`src/rtl/log_reader.sv`:
```
// log_reader: sweeps the full logger BRAM pair and streams each 32-bit word MSB-byte first over valid/ready
// Ports: i_start/i_abort/i_mem_full control a dump; o_read_log/o_addr_log/i_data_log drive the logger read side;
// o_byte/o_byte_valid/i_byte_ready form the byte stream; o_busy/o_done/o_aborted report dump status.
module log_reader #(
  parameter int ADDR_WIDTH = 15,
  parameter int WORD_WIDTH = 32,
  parameter int RD_LATENCY = 2
) (
  input  logic                  clk,
  input  logic                  i_rst_n,
  input  logic                  i_start,
  input  logic                  i_abort,
  input  logic                  i_mem_full,
  output logic                  o_read_log,
  output logic [ADDR_WIDTH-1:0] o_addr_log,
  input  logic [WORD_WIDTH-1:0] i_data_log,
  output logic [7:0]            o_byte,
  output logic                  o_byte_valid,
  input  logic                  i_byte_ready,
  output logic                  o_busy,
  output logic                  o_done,
  output logic                  o_aborted
);
  typedef enum logic [2:0] {IDLE, ARM, FETCH, SEND, DONE} state_t;
  state_t state_q, state_d;
  logic [3:0] cnt_q;
  logic [1:0] idx_q;
  logic [WORD_WIDTH-1:0] word_q;
  logic abort, xfer, last_fetch, last_byte, last_addr;
  // a dropped full flag means the logger left its read state, so it is treated exactly like i_abort
  assign abort = (state_q != IDLE) && (i_abort || !i_mem_full);
  assign xfer = (state_q == SEND) && i_byte_ready;
  assign last_fetch = cnt_q == 4'(RD_LATENCY - 1);
  assign last_byte = idx_q == 2'd0;
  assign last_addr = &o_addr_log;
  always_comb begin
    state_d = state_q;
    case (state_q)
      IDLE:    state_d = (i_start && i_mem_full) ? ARM : IDLE;
      ARM:     state_d = FETCH;
      FETCH:   state_d = last_fetch ? SEND : FETCH;
      SEND:    state_d = (xfer && last_byte) ? (last_addr ? DONE : FETCH) : SEND;
      DONE:    state_d = IDLE;
      default: state_d = IDLE;
    endcase
    if (abort) state_d = IDLE;
  end
  always_ff @(posedge clk or negedge i_rst_n) begin
    if (!i_rst_n) begin
      state_q    <= IDLE;
      o_addr_log <= '0;
      cnt_q      <= '0;
      idx_q      <= '0;
      word_q     <= '0;
      o_aborted  <= 1'b0;
    end else begin
      state_q   <= state_d;
      o_aborted <= abort;
      cnt_q     <= (state_q == FETCH) ? cnt_q + 4'd1 : 4'd0;
      // idle clears the address so ARM always presents address 0; the last address is held through DONE
      if (state_q == IDLE) o_addr_log <= '0;
      else if (xfer && last_byte && !last_addr && !abort) o_addr_log <= o_addr_log + 1'b1;
      if (state_q == FETCH && last_fetch) begin
        word_q <= i_data_log;
        idx_q  <= 2'd3;
      end else if (xfer) begin
        idx_q <= idx_q - 2'd1;
      end
    end
  end
  assign o_byte       = word_q[{idx_q, 3'b000} +: 8];
  assign o_byte_valid = state_q == SEND;
  assign o_read_log   = state_q != IDLE;
  assign o_busy       = state_q != IDLE;
  assign o_done       = state_q == DONE;
endmodule

```
`config.mk`:
```
export PLATFORM = sky130hd
export DESIGN_NAME = log_reader
export DESIGN_NICKNAME = d
export VERILOG_FILES = /design/src/rtl/log_reader.sv
export SDC_FILE = /design/constraint.sdc
export NUM_CORES = 1
export LEC_CHECK = 0
export ABC_AREA = 1
export CAP_MARGIN = 25
export CORE_MARGIN = 5
export CORE_UTILIZATION = 30
export CTS_CLUSTER_SIZE = 24
export DETAILED_ROUTE_END_ITERATION = 12
export PLACE_DENSITY = 0.52
export SKIP_LAST_GASP = 1
export SLEW_MARGIN = 10
export SYNTH_ARGS = -nofsm -noshare
export SYNTH_HDL_FRONTEND = slang
export SYNTH_SLANG_ARGS = --single-unit
```
`constraint.sdc`:
```
create_clock -name clk -period 3.2 [get_ports clk]
set_input_delay 0.96 -clock clk [delete_from_list [all_inputs] [get_ports clk]]
set_output_delay 0.96 -clock clk [all_outputs]
set_load 0.01 [all_outputs]
```
* After elaboration in Yosys (flattened, before gate mapping)
Index checks and enable logic that the tools add are counted.
Operators by class: add/sub/neg operators 3, equality and inequality tests 5, shift operators 1, muxes and demuxes 11, reduce and logical (&&, ||, !) cells 17
Operators with widths (number):
- variable part select 32 x 6 -> 8 bit | 1
- two-way mux 15 bit | 2
- adder 15 x 1 -> 15 bit, second input constant | 1
- AND reduction 15 bit | 1
- case mux 3 bit (4 select lines) | 1
- two-way mux 3 bit | 3
- logical AND 1 bit | 7
- equality test 3 x 2 -> 1 bit, second input constant | 2
- adder 4 x 1 -> 4 bit, second input constant | 1
- equality test 4 x 1 -> 1 bit, second input constant | 1
- two-way mux 2 bit | 2
- two-way mux 4 bit | 1
- nonzero test 2 bit | 2
- equality test 3 x 1 -> 1 bit, second input constant | 1
- equality test 3 bit, second input constant | 1
- zero test 1 bit | 3
- zero test 3 bit | 1
- nonzero test 3 bit | 1
- zero test 2 bit | 1
- two-way mux 1 bit | 2
- subtractor 2 x 1 -> 2 bit, second input constant | 1
- logical OR 1 bit | 1
Word-level totals: register bits after elaboration 57, input bits 38, output and inout port bits 28, logic and storage cells 43

* Logic depth before layout (Yosys ltp)
Gate-level depths: netlist of run 1.
depth in word-level cells 7, depth in mapped cells 12, gate-level depth less buffers 9

* Least setup slack after synthesis of run 1
OpenSTA, ideal clock, no wires.
kind register to output, from reg idx_q[0], to out o_byte[0], arrival 1.235 ns, data required time 2.240 ns, slack 1.005 ns, stages on the path, launching flop included 6, path buffers 2, cells stage by stage dfrtp_1 clkbuf_1 inv_1 buf_1 nor2_1 o22ai_1
Between the ends: word-level cells in the longest chain between the ends 1
Ends and longest elaborated chain:
- start: declaration | RTL line 27 | logic [1:0] idx_q;
- start signal: assignment | RTL line 67 | idx_q <= idx_q - 2'd1;
- variable part select 32 x 6 -> 8 bit | RTL line 71 | assign o_byte = word_q[{idx_q, 3'b000} +: 8];
- end: declaration | RTL line 17 | output logic [7:0] o_byte,
Every way passes these cells.

* Final worst setup path of run 1
from reg idx_q[1], to out o_byte[2]
The elaborated chain is that of the path after synthesis.

==> impl_results.md, run 1 <==
* Status: complete, no violations
* Synthesized net count at 410
* Crit path time final at 2.88 ns
* Max-slew violation count at 0
* Clock latency on the worst-skew pair at 0.33 ns
* CP startpoint kind: flop
* Port buffer count at 65
* Most common cell in the netlist: nand2_1
* N_diodes at 0
* CP max stage cell: clkdlybuf4s50_1
* Synth cell count leaders: nand2_1, dfrtp_1, nor2_1, inv_1, nand3_1
* Yosys top cell by area: dfrtp_1
* Pwr Total at 0.00297 W
* Final #Nets at 476
* Area grow syn2layout at 33.3%
* Largest net degree at the start of global routing at 58
* Final Hold Vio Count at 0
* Mapped cell area at 2930 um2
* # setup viols final at 0
* Req. time, crit path at 2.24 ns
* Crit Path Class: flop to output port
* Crit path cell chain: inv_1 > o21ai_0 > o22ai_1 > clkdlybuf4s50_1
* Cell Rows at 36
* #FFs+latches synth at 57
* Max Fanout on Critical Path at 10
* Gate Count Post-Synth at 368
* CTS Sinks at 57
* Yosys top cell area share at 48.6%
* DRC errors left at 0
* Die H at 109 um
* Async SR Flop Fraction at 100%
* Count of cell types in the netlist at 31
* CTS buffer count at 9
* Placeable Area at 9640 um2
* Post-route setup TNS at 0 ns
* Part of the Yosys area used for sequential elements at 48.6%
* CTS H-tree lvls at 3
* Power Density at 759 nW/um2
* Io pins at 66
* Slew @ Worst Pin at 0.720 ns
* Die Width at 109 um
* Worst hold path class: flop to flop
* Syn_area_per_cell at 7.97 um2
* DRT Wirelength at 7290 um
* Initial DRT Pass Iterations at 5
* Detail Placement HPWL at 5240 um
* Bufs on Longest Clock Path at 2
* CTS tree: built
* GRT Total Usage at 13.2%
* CP Capture Type: output port
* Layout cells sized above 1 at 11.2%
* RSZ-0062 raised after global routing: no
* Root Buffer: clkbuf_8
* DRT iter0 DRCs at 96
* Fin util at 40.6%
* GR Overflow Total at 0
* Slew headroom at 52.0%
* Vias/cell at 4.49
* Max-cap violations at 0
* Slowest stage delay, CP at 0.58 ns
* Maximum clock rate at 0.348 GHz
* Via count at 2568
* Max VDD drop at 320 uV
* Die area at 11900 um2
* Routed wire per std cell at 12.7 um
* Leakage at 1.86 nW
* Antenna viol nets, final at 0
* First-pass GRT wire length at 12400 um
* Vias in the first global route at 2626
* Tcrit/Tclk final at 89.9%
* Arrival time of the worst setup path at 1.92 ns
* Most common flop cell mapped by yosys: dfrtp_1
* Worst R2R Setup Slack at 1.32 ns
* Top cells by area, synth: dfrtp_1, nand2_1, nor2_1, nand4_1, nand3_1
* YS warnings at 0
* Initial core utilization at 30.4%
* EDFF count, synth at 0
* Register clock-pin slew on the reported worst setup and hold paths at 0.06 ns
* Antenna violations before repair at 0
* Clock skew at 0.00586 ns
* Routability cong. at 0.807
==> sequential cells by signal, summed over array words and instances, names as in the netlist <==
name and count:
o_addr_log 15, o_aborted 1, word_q 32, idx_q 2
state_q 3, cnt_q 4
==> report_power, final <==
part | switching (W) | internal, W | total [W]
clock | 0.000282 | 0.000422 | 0.000704
sequential | 0.000163 | 0.000968 | 0.00113
combinational | 0.000635 | 0.000499 | 0.00113
==> worst paths after layout <==
check | start | end | cells past startpoint
min reg2reg | word_q[10] | word_q[10] | 2
max in group asynchronous | i_rst_n | o_addr_log[8] | 2
min | word_q[10] | word_q[10] | 2
max | idx_q[1] | o_byte[2] | 4
min in group asynchronous | i_rst_n | o_addr_log[4] | 2
max reg2reg | cnt_q[0] | state_q[0] | 8
==> cells in the final DEF (no fill, tap or decap), types with 2 or more instances in the layout <==
master             n
nor2_2             3
nand4_1           15
clkbuf_8          12
xor2_1             5
clkdlybuf4s50_1   64
nor2_1            36
clkinvlp_4         3
inv_2              3
o211ai_1           2
nand2_2           13
inv_1             17
o21ai_0           16
nor2_4             2
nand3_1           17
o22ai_1            8
dfrtp_1           57
ha_1               4
nand3b_1           2
nand2_1          142
buf_4              4
nor2_8             3
==> worst max-delay path, delay by kind of cell, from the launching register on <==
family                 cells  cell delay [ns]
flip-flops                 1             0.47
buffers and inverters      2             0.81
AO/OA/AOI/OAI              2             0.30
==> cell type report <==
class,instances,area (um2)
multi-input combinational,276,1350
fill,1022,5730
sequential,57,1430
inverter,21,82.6
clock buffer,12,165
clock inverter,4,50.0
timing repair buffer,69,676
tap,133,166
==> repair_timing <==
action                     in CTS  in global routing
hold buffers                    0                  0
setup endpoints to repair       0                  1
gates resized for setup         0                  1
setup buffers                   0                  0
==> per-layer routing <==
| metal | GRT usage [%] | wire length, um |
|---|---|---|
| met1 | 17.3 | 3320 |
| met4 | 2.98 | 60 |
| met5 | 0 | 0 |
| met2 | 21.4 | 3440 |
| met3 | 4.14 | 460 |
==> per-stage QoR <==
step / setup slack (ns) / hold slack [ns] / instances / instance area (um2)
floorplan: 1.01 / 0.437 / 368 / 2930
global placement: 0.622 / 0.452 / 556 / 3690
detailed placement: 0.574 / 0.454 / 556 / 3690
CTS: 0.232 / 0.471 / 572 / 3910
global route: 0.122 / 0.479 / 572 / 3910
finish: 0.325 / 0.471 / 572 / 3910
==> kinds of logic (layout without fill, tap and decap cells) <==
group | after synthesis | after routing | synth area share, %
compound gates | 29 | 29 | 5.76
xor+xnor | 6 | 6 | 1.79
fa+ha+maj | 4 | 4 | 1.71
buf+inv | 35 | 106 | 5.54
flops | 57 | 57 | 48.6
simple gates | 237 | 237 | 36.6
(Power assumes the default switching activity.)
==> run 2: changes to the inputs <==
PLACE_DENSITY = 0.54   (was 0.52)
clock period = 2.6 ns   (was 3.2 ns; I/O delays follow)
==> impl_results.md, run 2 (synthesis gave the netlist of run 1 again) <==
* Most frequent cells in the layout: nand2_1, dfrtp_1, clkdlybuf4s50_1, nor2_1 (was nand2_1, clkdlybuf4s50_1, dfrtp_1, nor2_1)
* Maximum clock rate at 0.404 GHz
* Slew headroom at 62.4% (was 52.0%)
* Die Width at 109 um (unchanged)
* Via count at 2595 (was 2568)
* Cell Rows at 36 (unchanged)
* R2R Path Start: state_q[1] (was cnt_q[0])
* Clock skew at 0.00738 ns (was 0.00586 ns)
* Tcrit/Tclk final at 95.3%
* DRT iter0 DRCs at 103 (was 96)
* Routability cong. at 0.815 (was 0.807)
* DRC errors left at 0 (unchanged)
* RSZ-0062 raised after global routing: no (unchanged)
* Detail Placement HPWL at 5310 um (was 5240 um)
* Crit path cell chain: nor2_1 > nand2_1 > clkdlybuf4s50_1 (was inv_1 > o21ai_0 > o22ai_1 > clkdlybuf4s50_1)
* Die H at 109 um (unchanged)
* Post-CTS Setup Repair Bufs at 0 (unchanged)
* Max VDD drop at 481 uV (was 320 uV)
* CTS H-tree lvls at 3 (unchanged)
* First-pass GRT wire length at 12600 um (was 12400 um)
* CP Capture Type: output port (unchanged)
* Port buffer count at 65 (unchanged)
* Initial DRT Pass Iterations at 4 (was 5)
* GR Overflow Total at 0 (unchanged)
* Root Buffer: clkbuf_8 (unchanged)
* Worst R2R Setup Slack at 0.68 ns (was 1.32 ns)
* Largest register by flop count: word_q (unchanged)
* Leakage at 1.92 nW (was 1.86 nW)
* Post-CTS sizing at 5 (was 0)
* Final #Nets at 478 (was 476)
* Reg2reg end: o_addr_log[7] (was state_q[0])
* Arrival time of the worst setup path at 1.70 ns (was 1.92 ns)
* Final Hold Vio Count at 0 (unchanged)
* Fin util at 40.4% (was 40.6%)
* Largest net degree at the start of global routing at 37 (was 58)
* CP max stage cell: clkdlybuf4s50_1 (unchanged)
* Layout cells sized above 1 at 11.1% (was 11.2%)
* Die area at 11900 um2 (unchanged)
* Vias in the first global route at 2646 (was 2626)
* Slew @ Worst Pin at 0.563 ns (was 0.720 ns)
* Req. time, crit path at 1.82 ns (was 2.24 ns)
* CTS buffer count at 9 (unchanged)
* Biggest regs: word_q: 32 flops, o_addr_log: 15 flops, cnt_q: 4 flops (unchanged)
* Vias/cell at 4.53 (was 4.49)
* Crit Path Class: flop to output port (unchanged)
* Reg2reg path depth at 9 (was 8)
* Slowest stage delay, CP at 0.56 ns (was 0.58 ns)
* CTS tree: built (unchanged)
* Max reg flops at 32 (unchanged)
* Max-slew violation count at 0 (unchanged)
* # setup viols final at 0 (unchanged)
* Initial core utilization at 30.4% (unchanged)
* Area grow syn2layout at 32.8% (was 33.3%)
* Bufs on Longest Clock Path at 2 (unchanged)
* GRT Total Usage at 13.5% (was 13.2%)
* Crit path time final at 2.48 ns
* CTS Sinks at 57 (unchanged)
* DRT Wirelength at 7260 um (was 7290 um)
* N_diodes at 0 (unchanged)
* Antenna violations before repair at 0 (unchanged)
* CP startpoint kind: flop (unchanged)
* Placeable Area at 9640 um2 (unchanged)
* Max Fanout on Critical Path at 8 (was 10)
* Post-cts hold buffer count at 0 (unchanged)
* Status: complete, no violations (unchanged)
* Routed wire per std cell at 12.7 um (about the same)
* Register clock-pin slew on the reported worst setup and hold paths at 0.06 ns (about the same)
* Clock latency on the worst-skew pair at 0.33 ns (about the same)
* Power Density at 885 nW/um2 (was 759 nW/um2)
* Most common library cell in the layout ignoring fill and taps: nand2_1 (unchanged)
* Antenna viol nets, final at 0 (unchanged)
* Post-route setup TNS at 0 ns (unchanged)
* Layout fillers at 1037 (was 1022)
* Io pins at 66 (unchanged)
* Worst hold path class: input port to asynchronous set/reset pin (was flop to flop)
* Max-cap violations at 0 (unchanged)
==> run 2: cell types whose count changed in the layout (fill, tap and decap cells not counted), sizes merged, moves of 2 or more <==
cell and delta:
dlymetal6s2s +5, buf +2, clkinv +3, clkinvlp -3
clkdlybuf4s50 -8, dlygate4sd2 +3
==> run 2: how the worst max path moves through the flow <==
stage | end | cells after the start | from
6_report | o_read_log | 3 | state_q[1]
5_1_grt | o_busy | 3 | state_q[1]
4_1_cts | o_byte[7] | 5 | idx_q[0]
3_5_place_dp | o_addr_log[2] | 8 | i_byte_ready
3_3_place_gp | o_addr_log[7] | 8 | i_byte_ready
2_1_floorplan | o_byte[0] | 5 | idx_q[0]
==> run 2: power by group <==
| part | internal, W | switching, W |
|---|---|---|
| registers | 0.00119 | 0.000172 |
| logic | 0.000592 | 0.000804 |
| clock network | 0.000359 | 0.000333 |
| total | 0.00214 | 0.00131 |
==> run 2: critical path: cells and delay by family (launching register included) <==
| family | cells | cell delay (ns) |
|---|---|---|
| simple gates | 2 | 0.41 |
| flops | 1 | 0.41 |
| buf+inv | 1 | 0.56 |
==> run 2: metrics by stage <==
step / power, W / cell area, um2 / worst slack, ns / hold WS, ns / instances
floorplan: 0.00225 / 2930 / 0.585 / 0.437 / 368
global placement: 0.00281 / 3720 / 0.233 / 0.450 / 558
detailed placement: 0.00283 / 3720 / 0.204 / 0.457 / 558
CTS: 0.00352 / 3880 / 0.0305 / 0.447 / 573
global route: 0.00376 / 3900 / 0.00255 / 0.476 / 573
finish: 0.00345 / 3900 / 0.123 / 0.439 / 573
==> run 2: metal layers <==
| metal | global-route usage [%] | vias to the layer above | part of all wire [%] |
|---|---|---|---|
| li1 | - | 1307 | - |
| met1 | 18.6 | 1199 | 49 |
| met2 | 20.0 | 79 | 44 |
| met3 | 3.79 | 10 | 6.0 |
| met4 | 5.14 | 0 | 1.5 |
| met5 | 0 | - | 0 |
==> run 2: layout make-up <==
cell class	count	area (um2)	area share (%)
clock inverter	4	20.0	0.514
multi-input combinational	276	1350	34.5
timing repair buffer	71	719	18.5
tap	133	166	4.27
clock buffer	11	141	3.63
inverter	21	78.8	2.02
sequential	57	1430	36.6
==> run 3: changes to the inputs <==
--- a/config.mk
+++ b/config.mk
@@ -10,6 +10,6 @@
 export CORE_MARGIN = 5
-export CORE_UTILIZATION = 30
+export CORE_UTILIZATION = 45
 export CTS_CLUSTER_SIZE = 24
 export DETAILED_ROUTE_END_ITERATION = 12
-export PLACE_DENSITY = 0.54
+export PLACE_DENSITY = 0.76
 export SKIP_LAST_GASP = 1
--- a/constraint.sdc
+++ b/constraint.sdc
@@ -3,2 +3,2 @@
 set_output_delay 0.78 -clock clk [all_outputs]
-set_load 0.01 [all_outputs]
+set_load 0.1 [all_outputs]
==> impl_results.md, run 3 (synthesis gave the netlist of run 1 again) <==
* Crit path time final at 2.54 ns (was 2.48 ns)
* Max-cap violations at 0 (unchanged)
* CP max stage cell: o21ai_0 (was clkdlybuf4s50_1)
* Worst R2R Setup Slack at 0.57 ns (was 0.68 ns)
* Leakage at 1.99 nW (was 1.92 nW)
* Area grow syn2layout at 38.1% (was 32.8%)
* Design Area, Final at 4050 um2 (was 3900 um2)
* Initial DRT Pass Iterations at 4 (unchanged)
* Die Width at 90.7 um (was 109 um)
* Largest net degree at the start of global routing at 37 (unchanged)
* CTS Sinks at 57 (unchanged)
* P_int at 0.00280 W (was 0.00214 W)
* Die area at 8230 um2 (was 11900 um2)
* Post-cts hold buffer count at 0 (unchanged)
* # setup viols final at 0 (unchanged)
* Register clock-pin slew on the reported worst setup and hold paths at 0.07 ns (was 0.06 ns)
* N_diodes at 0 (unchanged)
* Worst setup path end: o_byte[7] (was o_read_log)
* RSZ-0062 raised after global routing: yes (was no)
* Worst hold path class: input port to asynchronous set/reset pin (unchanged)
* Tcrit/Tclk final at 97.7% (was 95.3%)
* Crit path cell chain: clkinvlp_4 > o21ai_0 > o22ai_4 > buf_12 (was nor2_1 > nand2_1 > clkdlybuf4s50_1)
* DRC errors left at 0 (unchanged)
* Crit path from: idx_q[0] (was state_q[1])
* Routed wl met2 at 3360 um (was 3170 um)
* Slowest stage delay, CP at 0.42 ns (was 0.56 ns)
* R2R Path Start: idx_q[1] (was state_q[1])
* Die H at 90.7 um (was 109 um)
* Clock skew at 0.00661 ns (was 0.00738 ns)
* Slew @ Worst Pin at 0.583 ns (was 0.563 ns)
* Largest register by flop count: word_q (unchanged)
* Status: complete, no violations (unchanged)
* WL met1 at 3300 um (was 3540 um)
* Pwr Total at 0.00531 W (was 0.00345 W)
* Vias in the first global route at 2684 (was 2646)
* Final Hold Vio Count at 0 (unchanged)
* First-pass GRT wire length at 12600 um (unchanged)
* Max VDD drop at 1750 uV (was 481 uV)
* Max Fanout on Critical Path at 18 (was 8)
* CTS tree: built (unchanged)
* Cell Rows at 29 (was 36)
* Antenna viol nets, final at 0 (unchanged)
* Max reg flops at 32 (unchanged)
* Initial core utilization at 46.2% (was 30.4%)
* Req. time, crit path at 1.82 ns (about the same)
* Most common library cell in the layout ignoring fill and taps: nand2_1 (unchanged)
* Clock latency on the worst-skew pair at 0.33 ns (about the same)
* GRT Total Usage at 18.5% (was 13.5%)
* CTS buffer count at 9 (unchanged)
* Switching Power at 0.00251 W (was 0.00131 W)
* GR Overflow Total at 0 (unchanged)
* Slew headroom at 61.1% (was 62.4%)
* Fin util at 63.8% (was 40.4%)
* Io pins at 66 (unchanged)
* Most frequent cells in the layout: nand2_1, dfrtp_1, clkdlybuf4s50_1, nor2_1, buf_4 (was nand2_1, dfrtp_1, clkdlybuf4s50_1, nor2_1)
* Bufs on Longest Clock Path at 2 (unchanged)
* Reg2reg path depth at 9 (unchanged)
* Clock power frac at 17.9% (was 20.1%)
* Switching Fraction at 47.3% (was 37.9%)
* DRT Wirelength at 7170 um (was 7260 um)
* Reg2reg end: o_addr_log[14] (was o_addr_log[7])
* Crit Path Class: flop to output port (unchanged)
* CP startpoint kind: flop (unchanged)
* Post-CTS Setup Repair Bufs at 0 (unchanged)
* Post-CTS sizing at 0 (was 5)
* DRT iter0 DRCs at 176 (was 103)
* Via count at 2606 (was 2595)
* Root Buffer: clkbuf_8 (unchanged)
* Layout cells sized above 1 at 19.6% (was 11.1%)
* Vias/cell at 5.05 (was 4.53)
* Biggest regs: word_q: 32 flops, o_addr_log: 15 flops, cnt_q: 4 flops (unchanged)
* Comb pwr share at 56.4% (was 40.4%)
* Routed wire per std cell at 13.9 um (was 12.7 um)
* Final #Nets at 476 (was 478)
* Routability cong. at 0.805 (was 0.815)
* CTS H-tree lvls at 3 (unchanged)
* Placed Area at 3820 um2 (was 3720 um2)
* Fin cells at 516 (was 573)
* CP Capture Type: output port (unchanged)
* Arrival time of the worst setup path at 1.76 ns (was 1.70 ns)
* Placeable Area at 6350 um2 (was 9640 um2)
* Maximum clock rate at 0.394 GHz (was 0.404 GHz)
* Port buffer count at 65 (unchanged)
* Seq pwr share at 25.7% (was 39.5%)
* Power Density at 1310 nW/um2 (was 885 nW/um2)
* Top sig layer: met4 (unchanged)
* Max-slew violation count at 0 (unchanged)
* Placed Cells at 500 (was 558)
* Antenna violations before repair at 0 (unchanged)
* Detail Placement HPWL at 5110 um (was 5310 um)
* Metal3 WL at 351 um (was 439 um)
==> run 3: changes by cell type in the layout (fill, tap and decap cells not counted), moves of 3 or more <==
cell,previous run,this run
buf_12,1,13
buf_4,3,19
clkdlybuf4s50_1,56,36
dlygate4sd2_1,3,0
dlymetal6s2s_1,5,0
o22ai_1,8,0
o22ai_4,0,7
==> run 3: power groups by stage <==
stage	Sequential (W)	Combinational [W]	Clock [W]
global route	0.00140	0.00319	0.00101
global placement	0.00136	0.00298	0
detailed placement	0.00137	0.00301	0
floorplan	0.00137	0.00211	0
CTS	0.00136	0.00302	0.000959
finish	0.00137	0.00300	0.000949
==> run 3: critical path: cells and delay by family (launching register included) <==
family	cells	cell delay, ns
AOI/OAI and AO/OA	2	0.54
buffers and inverters	2	0.49
DFF	1	0.39
==> run 3: through the flow <==
step / worst slack, ns / hold slack [ns] / TNS (ns)
floorplan: -0.0586 / 0.437 / -0.0586
global placement: 0.246 / 0.448 / 0
detailed placement: 0.181 / 0.456 / 0
CTS: 0.0293 / 0.429 / 0
global route: -0.0629 / 0.440 / -0.222
finish: 0.0598 / 0.414 / 0
==> run 3: area by class of cell <==
| class | count | area (um2) |
|---|---|---|
| fillers | 513 | 2300 |
| multi-input cells | 276 | 1450 |
| flip-flops and latches | 57 | 1430 |
| repair buffers | 69 | 768 |
| clock buffers | 11 | 151 |
| well taps | 77 | 96.3 |
| inverters | 21 | 82.6 |
| clock inverters | 5 | 77.6 |
==> run 3: how the worst min path moves through the flow <==
stage,start,end,slack (ns)
after global placement,word_q[8],word_q[8],0.45
after detailed placement,word_q[19],word_q[19],0.46
after global routing,i_rst_n,o_addr_log[12],0.44
after floorplan,word_q[16],word_q[16],0.44
after CTS,i_rst_n,o_addr_log[8],0.43
final,i_rst_n,o_addr_log[12],0.41
==> run 3: routing by layer <==
layer  up-vias  global-route usage (%)
met5         -                       0
met4         0                    7.20
met3        14                    4.42
met2        67                    28.9
met1      1214                    24.7
li1       1311                       -
